===== config.mk =====
export PLATFORM = sky130hd
export DESIGN_NAME = dram_line_adapter
export DESIGN_NICKNAME = d
export VERILOG_FILES = /design/src/rtl/dram_line_adapter.sv
export SDC_FILE = /design/constraint.sdc
export NUM_CORES = 1
export LEC_CHECK = 0
export CORE_AREA = 2 2 286 288
export DETAILED_ROUTE_END_ITERATION = 8
export DIE_AREA = 0 0 288 290
export GPL_ROUTABILITY_DRIVEN = 0
export PLACE_DENSITY = 0.67
export SYNTH_ARGS = -nofsm -noshare
export SYNTH_HDL_FRONTEND = slang
export SYNTH_SLANG_ARGS = --single-unit

===== constraint.sdc =====
create_clock -name clk -period 25.8 [get_ports clk]
set_clock_uncertainty 0.2 [all_clocks]
set_input_delay 7.74 -clock clk [delete_from_list [all_inputs] [get_ports clk]]
set_output_delay 7.74 -clock clk [all_outputs]
set_load 0.005 [all_outputs]

===== src/rtl/dram_line_adapter.sv =====
// Cache-line to DRAM-burst adapter: turns one 256-bit line read/write into a
// 4-beat 64-bit burst on one arbiter requester port, filtering foreign read beats.
module dram_line_adapter #(
  parameter int unsigned ADDR_W = 32,
  parameter int unsigned BEAT_W = 64,
  parameter int unsigned BEATS  = 4
) (
  input  logic                      clk,
  input  logic                      rst,
  input  logic [ADDR_W-1:0]         dfp_addr,
  input  logic                      dfp_read,
  input  logic                      dfp_write,
  input  logic [BEAT_W*BEATS-1:0]   dfp_wdata,
  output logic [BEAT_W*BEATS-1:0]   dfp_rdata,
  output logic                      dfp_resp,
  output logic [ADDR_W-1:0]         dram_addr,
  output logic                      dram_read,
  output logic                      dram_write,
  output logic [BEAT_W-1:0]         dram_wdata,
  input  logic                      dram_ready,
  input  logic [ADDR_W-1:0]         dram_raddr,
  input  logic [BEAT_W-1:0]         dram_rdata,
  input  logic                      dram_rvalid
);

  localparam int unsigned LINE_W     = BEAT_W * BEATS;
  localparam int unsigned LINE_BYTES = LINE_W / 8;
  localparam int unsigned CNT_W      = (BEATS > 1) ? $clog2(BEATS) : 1;
  localparam logic [CNT_W-1:0]  LAST_BEAT = CNT_W'(BEATS - 1);
  localparam logic [ADDR_W-1:0] LINE_MASK = ~ADDR_W'(LINE_BYTES - 1);

  typedef enum logic [2:0] {
    IDLE    = 3'd0,
    RD_REQ  = 3'd1,
    RD_WAIT = 3'd2,
    WR      = 3'd3,
    DONE    = 3'd4
  } state_t;

  state_t            state;
  logic [CNT_W-1:0]  cnt;
  logic [BEAT_W-1:0] line [BEATS];

  logic [ADDR_W-1:0] line_addr_c;
  logic [CNT_W-1:0]  cnt_next_c;
  logic              beat_hit_c;
  logic              wr_issue_c;
  logic [LINE_W-1:0] full_line_c;

  // dram_addr holds the latched line address for the whole transaction
  assign line_addr_c = dfp_addr & LINE_MASK;
  assign cnt_next_c  = (cnt == LAST_BEAT) ? '0 : cnt + CNT_W'(1);
  assign beat_hit_c  = dram_rvalid && (dram_raddr == dram_addr);
  // First write beat waits for ready; the rest follow back-to-back until cnt wraps
  assign wr_issue_c  = dram_write ? (cnt != '0) : dram_ready;

  // Completed read line: stored beats plus the final beat arriving this cycle
  always_comb begin
    full_line_c = '0;
    for (int i = 0; i < int'(BEATS); i++) begin
      full_line_c[i*BEAT_W +: BEAT_W] = (i == int'(BEATS) - 1) ? dram_rdata : line[i];
    end
  end

  always_ff @(posedge clk or posedge rst) begin
    if (rst) begin
      state      <= IDLE;
      cnt        <= '0;
      dfp_resp   <= 1'b0;
      dfp_rdata  <= '0;
      dram_addr  <= '0;
      dram_read  <= 1'b0;
      dram_write <= 1'b0;
      dram_wdata <= '0;
      for (int i = 0; i < int'(BEATS); i++) begin
        line[i] <= '0;
      end
    end else begin
      unique case (state)
        IDLE: begin
          if (dfp_write || dfp_read) begin
            dram_addr <= line_addr_c;
            for (int i = 0; i < int'(BEATS); i++) begin
              line[i] <= dfp_wdata[i*BEAT_W +: BEAT_W];
            end
            state <= dfp_write ? WR : RD_REQ;
          end
        end
        RD_REQ: begin
          if (dram_ready) begin
            dram_read <= 1'b1;
            state     <= RD_WAIT;
          end
        end
        RD_WAIT: begin
          dram_read <= 1'b0;
          if (beat_hit_c) begin
            line[cnt] <= dram_rdata;
            cnt       <= cnt_next_c;
            if (cnt == LAST_BEAT) begin
              dfp_rdata <= full_line_c;
              dfp_resp  <= 1'b1;
              state     <= DONE;
            end
          end
        end
        WR: begin
          if (wr_issue_c) begin
            dram_write <= 1'b1;
            dram_wdata <= line[cnt];
            cnt        <= cnt_next_c;
          end else if (dram_write) begin
            dram_write <= 1'b0;
            dram_wdata <= '0;
            dfp_resp   <= 1'b1;
            state      <= DONE;
          end
        end
        DONE: begin
          dfp_resp <= 1'b0;
          state    <= IDLE;
        end
        default: state <= IDLE;
      endcase
    end
  end

endmodule


* Word-level counts from Yosys, hierarchy flattened
Index checks and enable logic that the tools add are counted.
** Operators by class
- Add/sub/neg operators :: 1
- Order comparisons :: 2
- Eq/ne operators :: 13
- Mux-type cells :: 32
- Bitwise logic cells :: 1
- Reduce and logical (&&, ||, !) cells :: 18
** Operators with widths (count)
- $mux W256 :: 2
- $pmux W256 S2 :: 1
- $mux W64 :: 5
- $bwmux W256 :: 1
- $bmux W64 S2 :: 1
- $demux W64 S2 :: 1
- $eq A32 B32 Y1 :: 1
- $mux W3 :: 6
- $ne A2 B2 Y1 const B :: 7
- $pmux W3 S4 :: 1
- $reduce_bool A2 Y1 :: 5
- $reduce_and A3 Y1 :: 3
- $mux W2 :: 4
- $mux W1 :: 7
- $eq A3 B2 Y1 const B :: 2
- $reduce_and A2 Y1 :: 3
- $reduce_and A6 Y1 :: 1
- $reduce_and A5 Y1 :: 1
- $pmux W2 S2 :: 1
- $eq A3 B1 Y1 const B :: 1
- $eq A3 B3 Y1 const B :: 1
- $ge A3 B3 Y1 const B :: 1
- $logic_not A3 Y1 :: 1
- $lt A3 B1 Y1 const B :: 1
- 8 further kinds :: 9
** Word-level totals
- Register bits after elaboration :: 611
- Word-level logic and storage cells :: 79

* Depth between registers and ports, before layout
Gate-level depths: netlist of run 1.
- Word-level depth :: 8
- Mapped depth :: 11
- Mapped depth without buffers :: 7

* Least setup slack after synthesis of run 1
OpenSTA, ideal clock, no wires.
- Path type :: input to register
- Start point :: input port dram_raddr[3]
- End point :: register dfp_rdata[100]
- Data arrival time :: 9477 ps
- Required time :: 25475 ps
- Slack :: 15998 ps
- Cell stages on the path :: 9
- Buffers on the path :: 3
- Path through :: nor4b_2 > o211ai_1 > a2111oi_0 > and4_1 > buf_4 > nand3_4 > buf_6 > buf_6 > mux2_4
** Between the ends
- Word-level cells in the longest chain between the ends :: 3
** Ends and longest elaborated chain
- start: declaration :: line 21 : input logic [ADDR_W-1:0] dram_raddr,
- $eq A32 B32 Y1 :: line 53 : assign beat_hit_c = dram_rvalid && (dram_raddr == dram_addr);
- $logic_and A1 B1 Y1 :: line 53
- $reduce_and A3 Y1 (no source line)
- end signal: assignment :: line 101 : dfp_rdata <= full_line_c;
- end: declaration :: line 14 : output logic [BEAT_W*BEATS-1:0] dfp_rdata,
No other way between the ends.
A chain may end at the register's enable or synchronous reset.

* Worst setup path in the final report of run 1
- Start point :: input port dram_raddr[23]
- End point :: register line (netlist bit full_line_c[100])
** Between the ends
- Word-level cells in the longest chain between the ends :: 4
** Ends and longest elaborated chain
- $eq A32 B32 Y1 :: line 53
- $logic_and A1 B1 Y1 :: line 53
- $ne A2 B2 Y1 (no source line)
- $reduce_and A3 Y1 (no source line)
- end signal: indexed assignment :: line 84 : line[i] <= dfp_wdata[i*BEAT_W +: BEAT_W];
- end signal: indexed assignment :: line 98 : line[cnt] <= dram_rdata;
- end: declaration :: line 42 : logic [BEAT_W-1:0] line [BEATS];
No other way between the ends.

==> qor.csv, run 1 <==
metric;value;unit
initial_core_util;35.4;%
fmax;84.8;MHz
htreeDepth;3;
final_max_slew_viol_count;0;
die_h;290;um
ant_nets;0;
final-hold-violation-count;0;
clock_latency;610;ps
grt_max_degree;260;
syn_to_final_growth;36.2;%
hp-class;flip-flop to flip-flop;
whs;302;ps
synth_top_area_share;53.8;%
worst_pin_slew;1380;ps
status;finished, final reports clean;
drc;0;
cp.arrival;12030;ps
num_rows;104;
via_per_inst;5.60;
tritoncts.num_buffers;70;
p_leak;16.6;nW
grt_antenna_before_repair;18;
power.density;106;mW/mm2
hold_buffers;0;
seq_area_frac_synth;53.8;%
fin_tns_setup;0;ps
grt_pass1_vias;22972;
drt-total-wl;102000;um
synth_edf_count;0;
yosys_warnings;0;
relSlewSlack;7.98;%
critPathRequiredTime;26030;ps
grt_setup_unrepaired;no;
synthCells;2088;
cp-end-kind;flip-flop;
wire_per_inst;26.5;um
place.port_buffers;734;
synth.distinct_cells;40;
first_pass_iters;5;
num_io_pins;745;
final_nets;3115;
clk_pin_slew_worst_paths;60;ps
layout_min_cycle_time;11790;ps
post-cts-setup-buffers;0;
core_area;0.0802;mm2
finalCritPeriodShare;45.7;%
dp_hpwl;64700;um
start_kind;input pin;
chipWidth;288;um
peakVddDrop;125;uV
synthArstFlopShare;100;%
layout.cells.most_common;clkdlybuf4s50_1;
postSynthAreaPerCell;13.6;um2
cts_tree;done;
cts_root_buf;clkbuf_16;
grt-ovfl-total;0;
drv_cap;0;
cts_sinks;611;
crit_fanout;81;
grt_pass1_wl;152000;um
utilization;48.3;%
die_area;0.0835;mm2
mostFrequentLayoutCells;clkdlybuf4s50_1, dfrtp_1, o21ai_0;
synth.largest_area_cell;dfrtp_1;
ys_top_cells_by_area;dfrtp_1, mux2_4, a2bb2oi_1;
syn_area;0.0284;mm2
synth_ff_type;dfrtp_1;
cts.repair.resized;0;
grt.total_usage;24.1;%
ys_seq_elements;611;
drive_above_1_share;18.2;%
critPathKind;input pin to flip-flop;
dr_total_vias;21501;
drt-initial-drc-count;1650;
n_fill_cell;7095;
setup_viol;0;
clockBufferDepth;3;
cell usage after synthesis (3+ instances only):
cell	number
nand2_1	5
mux4_2	64
mux2_4	240
buf_4	6
nand4_1	3
a21oi_1	4
xor2_1	9
nor2_1	5
xnor2_1	17
nor4_1	4
mux2_2	46
dfrtp_1	611
o21ai_0	259
or3_1	128
buf_2	60
nand3b_1	128
a31o_2	5
a2bb2oi_1	256
buf_6	27
inv_1	8
buf_1	12
a22o_1	64
clkbuf_1	102
ha_1	4
per-stage QoR:
step	worst slack (ps)	cell area [um2]	std cells	total power, mW
2_1_floorplan	753	28400	2092	2.45
3_3_place_gp	13590	36400	3709	3.06
3_5_place_dp	13450	36400	3709	3.12
4_1_cts	14160	38700	3828	4.12
5_1_grt	13800	38700	3838	4.30
6_report	14010	38700	3840	4.10
layer usage:
layer  GRT usage, %  vias to the layer above  wire length [um]
met1           30.1                    11121             39700
met5              0                        -                90
met3           5.96                      219              8520
met4           9.60                       12              3590
li1               -                     9145                 -
met2           39.8                     1004             50000
registers in the layout, indices dropped and copies added (netlist names):
name / count
dfp_rdata: 256
full_line_c: 192
dram_wdata: 64
line: 64
dram_addr: 27
state: 3
cnt: 2
dfp_resp: 1
dram_read: 1
dram_write: 1
report_power, final:
| group | internal, mW | switching (mW) | total [mW] |
|---|---|---|---|
| registers | 1.25 | 0.257 | 1.50 |
| logic | 0.744 | 0.860 | 1.60 |
| clock network | 0.577 | 0.417 | 0.994 |
| total | 2.57 | 1.53 | 4.10 |
worst paths after layout:
| check | startpoint | end | slack, ps | cells after the start |
|---|---|---|---|---|
| worst max-delay path | dram_raddr[23] | full_line_c[100] | 14010 | 9 |
| worst min-delay path | dram_wdata[52] | dram_wdata[52] | 300 | 1 |
| worst max register to register | dram_addr[23] | full_line_c[100] | 21150 | 8 |
| worst min register to register | dram_wdata[52] | dram_wdata[52] | 300 | 1 |
| max in group asynchronous | rst | dfp_rdata[75] | 14820 | 5 |
| min in group asynchronous | rst | dfp_rdata[47] | 7530 | 2 |
kinds of logic (layout without fill, tap and decap cells):
kind of cell               count (synthesis)  in the layout  synth area share (%)
muxes                                    351            351                  19.6
and+or+nand+nor                          284            284                  6.79
xor gates and xnor gates                  26             26                 0.802
AOI/OAI and AO/OA                        596            596                  14.9
DFF                                      611            611                  53.8
other                                      1             17                0.0132
buffers and inverters                    215            891                  3.90
adders and majority gates                  4              4                 0.176
critical path: stages:
cell             delay [ps]
clkdlybuf4s50_1         420
xnor2_1                 280
nand4_1                 200
nor4_1                  430
and4_1                  600
o21a_4                  540
buf_4                   650
buf_4                   820
a2bb2oi_1               160
area by class of cell:
cell class | count | area [um2] | area share, %
Antenna cell | 12 | 30.0 | 0.0776
Clock inverter | 20 | 251 | 0.650
Timing Repair Buffer | 764 | 7610 | 19.7
Clock buffer | 99 | 2010 | 5.20
Inverter | 8 | 37.5 | 0.0970
Tap cell | 1060 | 1330 | 3.43
Multi-Input combinational cell | 1266 | 12100 | 31.3
Sequential cell | 611 | 15300 | 39.5
Note: power is estimated with default switching activity, not from simulation.
==> run 2, diff against run 1 <==
Settings changed: CORE_AREA 2 2 286 288 to 2 2 291 293, DIE_AREA 0 0 288 290 to 0 0 293 295, PLACE_DENSITY 0.67 to 0.63.
Clock period 25.8 ns to 11.42 ns, I/O delays scaled along.
==> qor.csv, run 2 (same netlist as run 1, synthesis figures left out) <==
metric;value;unit
tritoncts.num_buffers;71;
syn_to_final_growth;36.7;%
cts.repair.resized;0;
htreeDepth;3;
worst_pin_slew;1200;ps
multi_input_area;0.0121;mm2
place.port_buffers;734;
final-hold-violation-count;0;
setup_viol;0;
power.density;240;mW/mm2
regMostFlops;dfp_rdata;
grt-ovfl-total;0;
finalCritPeriodShare;63.7;%
peakVddDrop;169;uV
p_int;5.82;mW
first_pass_iters;8;
grt_antenna_before_repair;17;
layout.cells.most_common;clkdlybuf4s50_1;
via_per_inst;5.57;
grt_setup_unrepaired;no;
die_area;0.0864;mm2
drt-total-wl;104000;um
n_fill_cell;7286;
grt_pass1_vias;22839;
dp_hpwl;66000;um
utilization;46.7;%
num_rows;106;
clockBufferDepth;3;
num_io_pins;745;
ant_nets;0;
grt.total_usage;23.6;%
largest_reg_flops;256;
slowest_delay;840;ps
swShare;37.5;%
final_max_slew_viol_count;0;
hp-class;flip-flop to flip-flop;
final_area;0.0388;mm2
final_nets;3115;
crit_fanout;109;
start_kind;input pin;
drive_above_1_share;18.4;%
cp-end-kind;flip-flop;
post-cts-setup-buffers;0;
cp.arrival;7580;ps
grt_pass1_wl;154000;um
critPathRequiredTime;11720;ps
cp_slowest_cell;nand3_4;
seqCellArea;0.0153;mm2
status;finished, final reports clean;
place_area;0.0364;mm2
clock_latency;620;ps
hold_buffers;0;
clk_pin_slew_worst_paths;60;ps
p_comb_share;38.5;%
path_cells;clkdlybuf4s50_1 > nor4b_2 > o211ai_1 > a2111oi_0 > and4_1 > nand3_4 > buf_12 > mux2_4;
grt_max_degree;153;
mostFrequentLayoutCells;clkdlybuf4s50_1, dfrtp_1, o21ai_0;
fmax;137;MHz
die_h;295;um
relSlewSlack;19.8;%
chipWidth;293;um
drc;0;
drv_cap;0;
initial_core_util;34.2;%
layout_min_cycle_time;7280;ps
cts_root_buf;clkbuf_16;
cts_tree;done;
seq_power_share;36.8;%
p_switching;3.50;mW
cts_sinks;611;
drt-initial-drc-count;1771;
core_area;0.0832;mm2
pwr-share-clk;24.7;%
dr_total_vias;21518;
p_leak;16.7;nW
critPathKind;input pin to flip-flop;
wire_per_inst;27.0;um
run 2: cell types whose count changed in the layout (fill, tap and decap cells not counted), moves of 2 or more:
cell,delta
clkinv_16,+2
clkinvlp_4,+3
inv_6,-2
buf_12,+3
buf_4,-4
clkbuf_8,+5
clkinv_4,+2
run 2: worst paths after layout:
path,startpoint,end,slack [ps],cells after the start
worst max-delay path,dram_raddr[2],dfp_rdata[14],4140,8
worst min-delay path,dram_wdata[19],dram_wdata[19],310,1
min in group asynchronous,rst,dfp_rdata[112],2920,2
worst max register to register,cnt[0],dfp_rdata[14],6610,5
worst min register to register,dram_wdata[19],dram_wdata[19],310,1
max in group asynchronous,rst,line[0],5990,4
run 2: worst max-delay path, delay by kind of cell:
kind / cells / cell delay [ps]
AND/OR/NAND/NOR: 3 / 1710
buffers and inverters: 2 / 1000
AO/OA/AOI/OAI: 2 / 580
multiplexers: 1 / 520
run 2: through the flow:
step	setup TNS, ps	power [mW]	setup slack (ps)	hold slack [ps]	std cells
2_1_floorplan	-331830	5.53	-543	289	2092
3_3_place_gp	0	6.94	3760	287	3728
3_5_place_dp	0	7.03	3670	290	3728
4_1_cts	0	9.37	4340	308	3854
5_1_grt	0	9.80	4130	315	3862
6_report	0	9.32	4140	305	3865
run 2: cell type report:
type                    instances  area share [%]
well taps                    1080            3.48
clock inverters                23           0.735
flip-flops and latches        611            39.4
inverters                       8          0.0870
diodes                         11          0.0709
clock buffers                 103            5.35
multi-input cells            1266            31.2
repair buffers                763            19.7
run 2: power by group through the flow:
stage	registers, mW	logic [mW]	clock network [mW]
final	3.43	3.59	2.30
after global placement	3.42	3.52	0
after global routing	3.51	3.85	2.44
after CTS	3.42	3.60	2.35
after detailed placement	3.45	3.58	0
after floorplan	3.19	2.34	0
run 2: routing by layer:
metal	global-route usage (%)	share of wire (%)
met5	0	0.061
met1	29.6	39
met4	7.88	2.9
met2	39.4	49
met3	6.49	8.6
